`src/rtl/dual_issue_hazard_ctrl_pkg.sv`:
```
// Shared types and constants for the dual-issue hazard controller.
// Optional performance counters are enabled with DUAL_HAZ_PERF_CNT_EN.
package dual_issue_hazard_ctrl_pkg;

  localparam int unsigned REG_W = 5;
  localparam int unsigned CNT_W = 16;

  localparam logic [REG_W-1:0] REG_ZERO = '0;

  typedef enum logic {
    ST_PAIR  = 1'b0,
    ST_SPLIT = 1'b1
  } state_e;

  // Decoded-slot descriptor as seen by the dependency checker
  typedef struct packed {
    logic             valid;
    logic [REG_W-1:0] rs;
    logic [REG_W-1:0] rt;
    logic             use_rt;
    logic [REG_W-1:0] dst;
    logic             reg_write;
    logic             mem;
    logic             branch;
  } slot_t;

  // True when a non-zero register matches one of the slot's valid sources
  function automatic logic src_hit(input logic [REG_W-1:0] dst, input slot_t s);
    return (dst != REG_ZERO) && ((s.rs == dst) || (s.use_rt && (s.rt == dst)));
  endfunction

endpackage

```
`src/rtl/dual_issue_hazard_ctrl_if.sv`:
```
// Decode/EX hazard inputs and pipeline control outputs of the dual-issue hazard controller.
interface dual_issue_hazard_ctrl_if;
  import dual_issue_hazard_ctrl_pkg::*;

  logic             valid_D0, valid_D1;
  logic [REG_W-1:0] rs_D0, rt_D0, rs_D1, rt_D1;
  logic             useRt_D0, useRt_D1;
  logic [REG_W-1:0] dst_D0, dst_D1;
  logic             regWrite_D0, regWrite_D1;
  logic             mem_D0, mem_D1;
  logic             branch_D0, branch_D1;
  logic             predTaken_D0;
  logic             memRead_E0, memRead_E1;
  logic [REG_W-1:0] dst_E0, dst_E1;
  logic             mispredict_E;

  logic             stallF, stallD, flushFD;
  logic             flush_D_0, flush_D_1;
  logic             split_pending;
  logic [CNT_W-1:0] cnt_split, cnt_lu, cnt_flush;

  modport master (
    output valid_D0, valid_D1, rs_D0, rt_D0, rs_D1, rt_D1, useRt_D0, useRt_D1,
           dst_D0, dst_D1, regWrite_D0, regWrite_D1, mem_D0, mem_D1,
           branch_D0, branch_D1, predTaken_D0, memRead_E0, memRead_E1,
           dst_E0, dst_E1, mispredict_E,
    input  stallF, stallD, flushFD, flush_D_0, flush_D_1, split_pending,
           cnt_split, cnt_lu, cnt_flush
  );

  modport slave (
    input  valid_D0, valid_D1, rs_D0, rt_D0, rs_D1, rt_D1, useRt_D0, useRt_D1,
           dst_D0, dst_D1, regWrite_D0, regWrite_D1, mem_D0, mem_D1,
           branch_D0, branch_D1, predTaken_D0, memRead_E0, memRead_E1,
           dst_E0, dst_E1, mispredict_E,
    output stallF, stallD, flushFD, flush_D_0, flush_D_1, split_pending,
           cnt_split, cnt_lu, cnt_flush
  );

endinterface

```
`src/rtl/dual_issue_hazard_ctrl_dep_check.sv`:
```
// Intra-pair dependency checker: decides whether a decoded pair must be split.
module dual_issue_dep_check
  import dual_issue_hazard_ctrl_pkg::*;
(
  input  slot_t d0,
  input  slot_t d1,
  output logic  raw,
  output logic  waw,
  output logic  memConflict,
  output logic  brConflict,
  output logic  splitCond
);

  always_comb begin
    raw         = d0.reg_write && src_hit(d0.dst, d1);
    waw         = d0.reg_write && d1.reg_write && (d0.dst == d1.dst) && (d0.dst != REG_ZERO);
    memConflict = d0.mem && d1.mem;
    brConflict  = d0.branch && d1.branch;
    splitCond   = d0.valid && d1.valid && (raw || waw || memConflict || brConflict);
  end

endmodule

```
`src/rtl/dual_issue_hazard_ctrl.sv`:
```
// Issue/hazard controller: pair FSM, priority mux for stall/flush, optional counters.
// Counters are built only when DUAL_HAZ_PERF_CNT_EN is defined.
module dual_issue_hazard_ctrl
  import dual_issue_hazard_ctrl_pkg::*;
(
  input  logic                     clk,
  input  logic                     reset,
  dual_issue_hazard_ctrl_if.slave  bus
);

  state_e state, state_nxt;
  slot_t  d0, d1;
  logic   raw, waw, mem_conflict, br_conflict, split_cond;
  logic   dep_unused;
  logic   lu_c;
  logic   stall_f_c, stall_d_c, flush_fd_c, flush_d0_c, flush_d1_c;
  logic   lu_evt_c, flush_evt_c, split_evt_c;

  always_comb begin
    d0.valid     = bus.valid_D0;
    d0.rs        = bus.rs_D0;
    d0.rt        = bus.rt_D0;
    d0.use_rt    = bus.useRt_D0;
    d0.dst       = bus.dst_D0;
    d0.reg_write = bus.regWrite_D0;
    d0.mem       = bus.mem_D0;
    d0.branch    = bus.branch_D0;
    d1.valid     = bus.valid_D1;
    d1.rs        = bus.rs_D1;
    d1.rt        = bus.rt_D1;
    d1.use_rt    = bus.useRt_D1;
    d1.dst       = bus.dst_D1;
    d1.reg_write = bus.regWrite_D1;
    d1.mem       = bus.mem_D1;
    d1.branch    = bus.branch_D1;
  end

  dual_issue_dep_check u_dep (
    .d0          (d0),
    .d1          (d1),
    .raw         (raw),
    .waw         (waw),
    .memConflict (mem_conflict),
    .brConflict  (br_conflict),
    .splitCond   (split_cond)
  );

  // Individual conflict flags are kept for observability; only splitCond steers the FSM
  assign dep_unused = raw ^ waw ^ mem_conflict ^ br_conflict;

  // In SPLIT slot 0 has already left decode, so only slot-1 sources can be exposed
  always_comb begin
    lu_c = (bus.memRead_E0 && (src_hit(bus.dst_E0, d1) || ((state == ST_PAIR) && src_hit(bus.dst_E0, d0))))
        || (bus.memRead_E1 && (src_hit(bus.dst_E1, d1) || ((state == ST_PAIR) && src_hit(bus.dst_E1, d0))));
  end

  always_ff @(posedge clk or negedge reset) begin
    if (!reset) state <= ST_PAIR;
    else        state <= state_nxt;
  end

  // Priority mux: mispredict > load-use > pair handling > split completion
  always_comb begin
    state_nxt  = state;
    stall_f_c  = 1'b0;
    stall_d_c  = 1'b0;
    flush_fd_c = 1'b0;
    flush_d0_c = 1'b0;
    flush_d1_c = 1'b0;
    if (!reset) begin
      state_nxt = ST_PAIR;
    end else if (bus.mispredict_E) begin
      flush_fd_c = 1'b1;
      flush_d0_c = 1'b1;
      flush_d1_c = 1'b1;
      state_nxt  = ST_PAIR;
    end else if (lu_c) begin
      stall_f_c  = 1'b1;
      stall_d_c  = 1'b1;
      flush_d0_c = 1'b1;
      flush_d1_c = 1'b1;
    end else if (state == ST_PAIR) begin
      flush_d0_c = !bus.valid_D0;
      if (bus.branch_D0 && bus.predTaken_D0) begin
        flush_d1_c = 1'b1;
      end else if (split_cond) begin
        stall_f_c  = 1'b1;
        stall_d_c  = 1'b1;
        flush_d1_c = 1'b1;
        state_nxt  = ST_SPLIT;
      end else if (!bus.valid_D1) begin
        flush_d1_c = 1'b1;
      end
    end else begin
      flush_d0_c = 1'b1;
      state_nxt  = ST_PAIR;
    end
  end

  assign bus.stallF        = stall_f_c;
  assign bus.stallD        = stall_d_c;
  assign bus.flushFD       = flush_fd_c;
  assign bus.flush_D_0     = flush_d0_c;
  assign bus.flush_D_1     = flush_d1_c;
  assign bus.split_pending = reset && (state == ST_SPLIT);

  assign lu_evt_c    = reset && !bus.mispredict_E && lu_c;
  assign flush_evt_c = reset && bus.mispredict_E;
  assign split_evt_c = (state == ST_PAIR) && (state_nxt == ST_SPLIT);

`ifdef DUAL_HAZ_PERF_CNT_EN
  localparam logic [CNT_W-1:0] CNT_MAX = {CNT_W{1'b1}};

  logic [CNT_W-1:0] cnt_split_q, cnt_lu_q, cnt_flush_q;

  // Saturating event counters
  always_ff @(posedge clk or negedge reset) begin
    if (!reset) begin
      cnt_split_q <= '0;
      cnt_lu_q    <= '0;
      cnt_flush_q <= '0;
    end else begin
      if (split_evt_c && (cnt_split_q != CNT_MAX)) cnt_split_q <= cnt_split_q + CNT_W'(1);
      if (lu_evt_c    && (cnt_lu_q    != CNT_MAX)) cnt_lu_q    <= cnt_lu_q    + CNT_W'(1);
      if (flush_evt_c && (cnt_flush_q != CNT_MAX)) cnt_flush_q <= cnt_flush_q + CNT_W'(1);
    end
  end

  assign bus.cnt_split = reset ? cnt_split_q : '0;
  assign bus.cnt_lu    = reset ? cnt_lu_q    : '0;
  assign bus.cnt_flush = reset ? cnt_flush_q : '0;
`else
  logic evt_unused;
  assign evt_unused    = lu_evt_c ^ flush_evt_c ^ split_evt_c;
  assign bus.cnt_split = '0;
  assign bus.cnt_lu    = '0;
  assign bus.cnt_flush = '0;
`endif

endmodule

```
`src/flat_wrapper.sv`:
```
// flat-port wrapper written by rule: the top's interface ports become plain ports
module dual_issue_hazard_ctrl_flat import dual_issue_hazard_ctrl_pkg::*;
  (clk, reset, bus_valid_D0, bus_valid_D1, bus_rs_D0, bus_rt_D0, bus_rs_D1, bus_rt_D1, bus_useRt_D0, bus_useRt_D1, bus_dst_D0, bus_dst_D1, bus_regWrite_D0, bus_regWrite_D1, bus_mem_D0, bus_mem_D1, bus_branch_D0, bus_branch_D1, bus_predTaken_D0, bus_memRead_E0, bus_memRead_E1, bus_dst_E0, bus_dst_E1, bus_mispredict_E, bus_stallF, bus_stallD, bus_flushFD, bus_flush_D_0, bus_flush_D_1, bus_split_pending, bus_cnt_split, bus_cnt_lu, bus_cnt_flush);
  dual_issue_hazard_ctrl_if bus_i ();
  input  logic clk;
  input  logic reset;
  input wire logic [$bits(bus_i.valid_D0)-1:0] bus_valid_D0;
  input wire logic [$bits(bus_i.valid_D1)-1:0] bus_valid_D1;
  input wire logic [$bits(bus_i.rs_D0)-1:0] bus_rs_D0;
  input wire logic [$bits(bus_i.rt_D0)-1:0] bus_rt_D0;
  input wire logic [$bits(bus_i.rs_D1)-1:0] bus_rs_D1;
  input wire logic [$bits(bus_i.rt_D1)-1:0] bus_rt_D1;
  input wire logic [$bits(bus_i.useRt_D0)-1:0] bus_useRt_D0;
  input wire logic [$bits(bus_i.useRt_D1)-1:0] bus_useRt_D1;
  input wire logic [$bits(bus_i.dst_D0)-1:0] bus_dst_D0;
  input wire logic [$bits(bus_i.dst_D1)-1:0] bus_dst_D1;
  input wire logic [$bits(bus_i.regWrite_D0)-1:0] bus_regWrite_D0;
  input wire logic [$bits(bus_i.regWrite_D1)-1:0] bus_regWrite_D1;
  input wire logic [$bits(bus_i.mem_D0)-1:0] bus_mem_D0;
  input wire logic [$bits(bus_i.mem_D1)-1:0] bus_mem_D1;
  input wire logic [$bits(bus_i.branch_D0)-1:0] bus_branch_D0;
  input wire logic [$bits(bus_i.branch_D1)-1:0] bus_branch_D1;
  input wire logic [$bits(bus_i.predTaken_D0)-1:0] bus_predTaken_D0;
  input wire logic [$bits(bus_i.memRead_E0)-1:0] bus_memRead_E0;
  input wire logic [$bits(bus_i.memRead_E1)-1:0] bus_memRead_E1;
  input wire logic [$bits(bus_i.dst_E0)-1:0] bus_dst_E0;
  input wire logic [$bits(bus_i.dst_E1)-1:0] bus_dst_E1;
  input wire logic [$bits(bus_i.mispredict_E)-1:0] bus_mispredict_E;
  output wire logic [$bits(bus_i.stallF)-1:0] bus_stallF;
  output wire logic [$bits(bus_i.stallD)-1:0] bus_stallD;
  output wire logic [$bits(bus_i.flushFD)-1:0] bus_flushFD;
  output wire logic [$bits(bus_i.flush_D_0)-1:0] bus_flush_D_0;
  output wire logic [$bits(bus_i.flush_D_1)-1:0] bus_flush_D_1;
  output wire logic [$bits(bus_i.split_pending)-1:0] bus_split_pending;
  output wire logic [$bits(bus_i.cnt_split)-1:0] bus_cnt_split;
  output wire logic [$bits(bus_i.cnt_lu)-1:0] bus_cnt_lu;
  output wire logic [$bits(bus_i.cnt_flush)-1:0] bus_cnt_flush;
  assign bus_i.valid_D0 = bus_valid_D0;
  assign bus_i.valid_D1 = bus_valid_D1;
  assign bus_i.rs_D0 = bus_rs_D0;
  assign bus_i.rt_D0 = bus_rt_D0;
  assign bus_i.rs_D1 = bus_rs_D1;
  assign bus_i.rt_D1 = bus_rt_D1;
  assign bus_i.useRt_D0 = bus_useRt_D0;
  assign bus_i.useRt_D1 = bus_useRt_D1;
  assign bus_i.dst_D0 = bus_dst_D0;
  assign bus_i.dst_D1 = bus_dst_D1;
  assign bus_i.regWrite_D0 = bus_regWrite_D0;
  assign bus_i.regWrite_D1 = bus_regWrite_D1;
  assign bus_i.mem_D0 = bus_mem_D0;
  assign bus_i.mem_D1 = bus_mem_D1;
  assign bus_i.branch_D0 = bus_branch_D0;
  assign bus_i.branch_D1 = bus_branch_D1;
  assign bus_i.predTaken_D0 = bus_predTaken_D0;
  assign bus_i.memRead_E0 = bus_memRead_E0;
  assign bus_i.memRead_E1 = bus_memRead_E1;
  assign bus_i.dst_E0 = bus_dst_E0;
  assign bus_i.dst_E1 = bus_dst_E1;
  assign bus_i.mispredict_E = bus_mispredict_E;
  assign bus_stallF = bus_i.stallF;
  assign bus_stallD = bus_i.stallD;
  assign bus_flushFD = bus_i.flushFD;
  assign bus_flush_D_0 = bus_i.flush_D_0;
  assign bus_flush_D_1 = bus_i.flush_D_1;
  assign bus_split_pending = bus_i.split_pending;
  assign bus_cnt_split = bus_i.cnt_split;
  assign bus_cnt_lu = bus_i.cnt_lu;
  assign bus_cnt_flush = bus_i.cnt_flush;
  dual_issue_hazard_ctrl u_core (.clk(clk), .reset(reset), .bus(bus_i));
endmodule
```
`config.mk`:
```
export PLATFORM = sky130hd
export DESIGN_NAME = dual_issue_hazard_ctrl_flat
export DESIGN_NICKNAME = d
export VERILOG_FILES = /design/src/rtl/dual_issue_hazard_ctrl_pkg.sv /design/src/rtl/dual_issue_hazard_ctrl_if.sv /design/src/rtl/dual_issue_hazard_ctrl_dep_check.sv /design/src/rtl/dual_issue_hazard_ctrl.sv /design/src/flat_wrapper.sv
export SDC_FILE = /design/constraint.sdc
export NUM_CORES = 1
export LEC_CHECK = 0
export CAP_MARGIN = 20
export CORE_MARGIN = 5
export CORE_UTILIZATION = 31
export CTS_CLUSTER_DIAMETER = 50
export DETAILED_ROUTE_END_ITERATION = 10
export PLACE_DENSITY = 0.87
export SLEW_MARGIN = 10
export SYNTH_ARGS = -nofsm -noshare
export SYNTH_HDL_FRONTEND = slang
export SYNTH_SLANG_ARGS = --single-unit
```
`constraint.sdc`:
```
create_clock -name clk -period 9.4 [get_ports clk]
set_input_delay 2.82 -clock clk [delete_from_list [all_inputs] [get_ports clk]]
set_output_delay 2.82 -clock clk [all_outputs]
set_load 0.05 [all_outputs]
```
==> out/results.txt <==
RSZ-0062 raised after global routing = no
Worst-skew pair later-pin latency = 0 ns
Wire per inst = 12.7 um
Starting Density = 0.320
Final min period = 8.19 ns
Total die area = 0.00551 mm2
Final core area utilization = 0.428
Placer congestion estimate = 0.803
Peak Freq = 122 MHz
R2R cell count = 5
Min-delay src = u_core.state
Crit start category = input port
Slew HR = 0.664
Layout area overhead = 33.7%
Cts repair resizes = 0
Total power divided by cell area = 69.4 mW/mm2
Min-delay worst type = reg -> reg
Max Cap Viol = 0
Routed vias/inst = 4.20
GRT Overall Usage = 0.112
Final Hold Viols = 0
Avg Inst Size Synth = 7.53 um2
Largest register by flop count = u_core.state
Yosys warns = 0
Worst Tran Pin Value = 0.502 ns
ANT nets after route = 0
Hold EP = u_core.state
CP Class = in -> out
Capturing element type of the critical path = output port
Ys async rst share = 1.00
Rows = 23
Drt total wl = 3.41 mm
First-pass GRT wire length = 5.04 mm
Yosys top cell area share = 0.287
R2r endpoint = u_core.state
Remaining global-route overflow = 0
Initial detailed-routing violation count = 13
CTS clk-pin slew, worst paths = 0 ns
Post-synth EDFFs = 0
Drc violations = 0
Core ar. = 0.00400 mm2
Post-synth top cells = 49 x buf_4, 35 x xnor2_1, 20 x xor2_1
Vias post-DR = 1129
Die height = 74.3 um
Post-Synthesis Cells = 170
Iteration count of the initial detailed-routing pass = 4
Hpwl dp = 3.13 mm
Share of layout cells above drive strength 1 = 0.0274
Count leader, synth = buf_4
Peak supply drop = 0.0000257 V
Largest register FFs = 1
CP max FO = 5
Worst reg2reg path startpoint = u_core.state
Synth area leader = buf_4
Top_reg_cell synth = dfrtp_1
Netlist cell types = 35
Vias in the first global route = 1137
Largest regs = u_core.state x1
Number of diodes = 0
Worst path arrival time = 5.37 ns
Final setup fails = 0
Total leakage power = 0.674 nW
IO buf count = 61
Worst EP required = 6.58 ns
Post-CTS Setup Inserts = 0
# nets final = 277
Hold Buf Count CTS = 0
Synthesized flop and latch total = 1
R2R Setup Slk = 7.88 ns
Initial antenna violation count = 0
Pin count of the biggest net entering global routing = 9
Seq. cell area = 25.0 um2
Area of the multi-input gates = 0.00101 mm2
Cell Area, Synth = 0.00128 mm2
Hold depth = 2
Sequential element share of the synthesized area = 0.0196
Fillcell total = 417
Die W = 74.3 um
Synth top area cells = buf_4 29%, xnor2_1 24%, xor2_1 14%
Max Slew Vio Count = 0
Worst Skew = 0 ns
# IOs = 110
Tcrit/Tclk final = 0.872
Status = finished clean
Setup TNS = 0 ns
==> worst max path at each step <==
stage / start / to / slack (ns)
6_report: bus_dst_E0[4] / bus_stallF / 1.21
5_1_grt: bus_dst_E0[4] / bus_stallF / 1.09
4_1_cts: bus_dst_D0[0] / bus_flush_D_1 / 1.20
3_5_place_dp: bus_dst_E0[4] / bus_stallD / 1.21
3_3_place_gp: bus_dst_D0[0] / bus_flush_D_1 / 1.24
2_1_floorplan: bus_dst_E0[4] / bus_stallF / 2.02
==> critical path, stage by stage <==
cell	delay, ns
clkdlybuf4s50_1	0.56
xor2_1	0.23
nor4_1	0.28
and3_1	0.19
nor4_1	0.05
o22ai_2	0.26
o21a_1	0.19
clkdlybuf4s50_1	0.80
==> where the power goes <==
| part | switching (mW) | internal [mW] | total, mW |
|---|---|---|---|
| registers | 0.000112 | 0.00444 | 0.00455 |
| clock network | 0 | 0 | 0 |
| logic | 0.0734 | 0.0409 | 0.114 |
==> kinds of logic (layout without fill, tap and decap cells) <==
family,Yosys count,in the layout,share of synthesized area
compound gates,14,14,0.0880
xor+xnor,55,55,0.376
buf+inv,61,63,0.332
flops,1,1,0.0195
mux,1,1,0.00782
other cells,1,48,0.00293
simple gates,37,37,0.173
==> layer usage <==
layer	track usage	wire length [um]
met1	0.131	1160
met2	0.221	1880
met4	0.00395	0
met3	0.0189	367
met5	0	0
==> cell usage in the layout, fill, tap and decap left out, types with 2 or more instances in the layout <==
cell type	n
clkdlybuf4s50_1	61
nand2_1	5
xnor2_1	35
conb_1	48
o31a_1	2
and3_1	2
o21ai_2	2
or4_1	2
nand3_1	3
inv_1	2
nand4_1	5
nor4_1	5
nor3_1	6
xor2_1	20
and2_1	2
==> area by class of cell <==
type / instances / area share
Inverter: 2 / 0.00439
Multi-Input combinational cell: 155 / 0.588
Sequential cell: 1 / 0.0146
Tap cell: 50 / 0.0365
Timing Repair Buffer: 61 / 0.357
==> per-stage QoR <==
step / power, mW / setup WS [ns] / hold slack [ns] / cell area [um2] / cells
global placement: 0.116 / 1.24 / 0.630 / 1710 / 269
finish: 0.119 / 1.21 / 0.637 / 1710 / 269
global route: 0.125 / 1.09 / 0.698 / 1710 / 269
floorplan: 0.0998 / 2.02 / 0.571 / 1460 / 217
CTS: 0.119 / 1.20 / 0.641 / 1710 / 269
detailed placement: 0.118 / 1.21 / 0.647 / 1710 / 269
No activity file was read; power rests on OpenSTA's default activity.
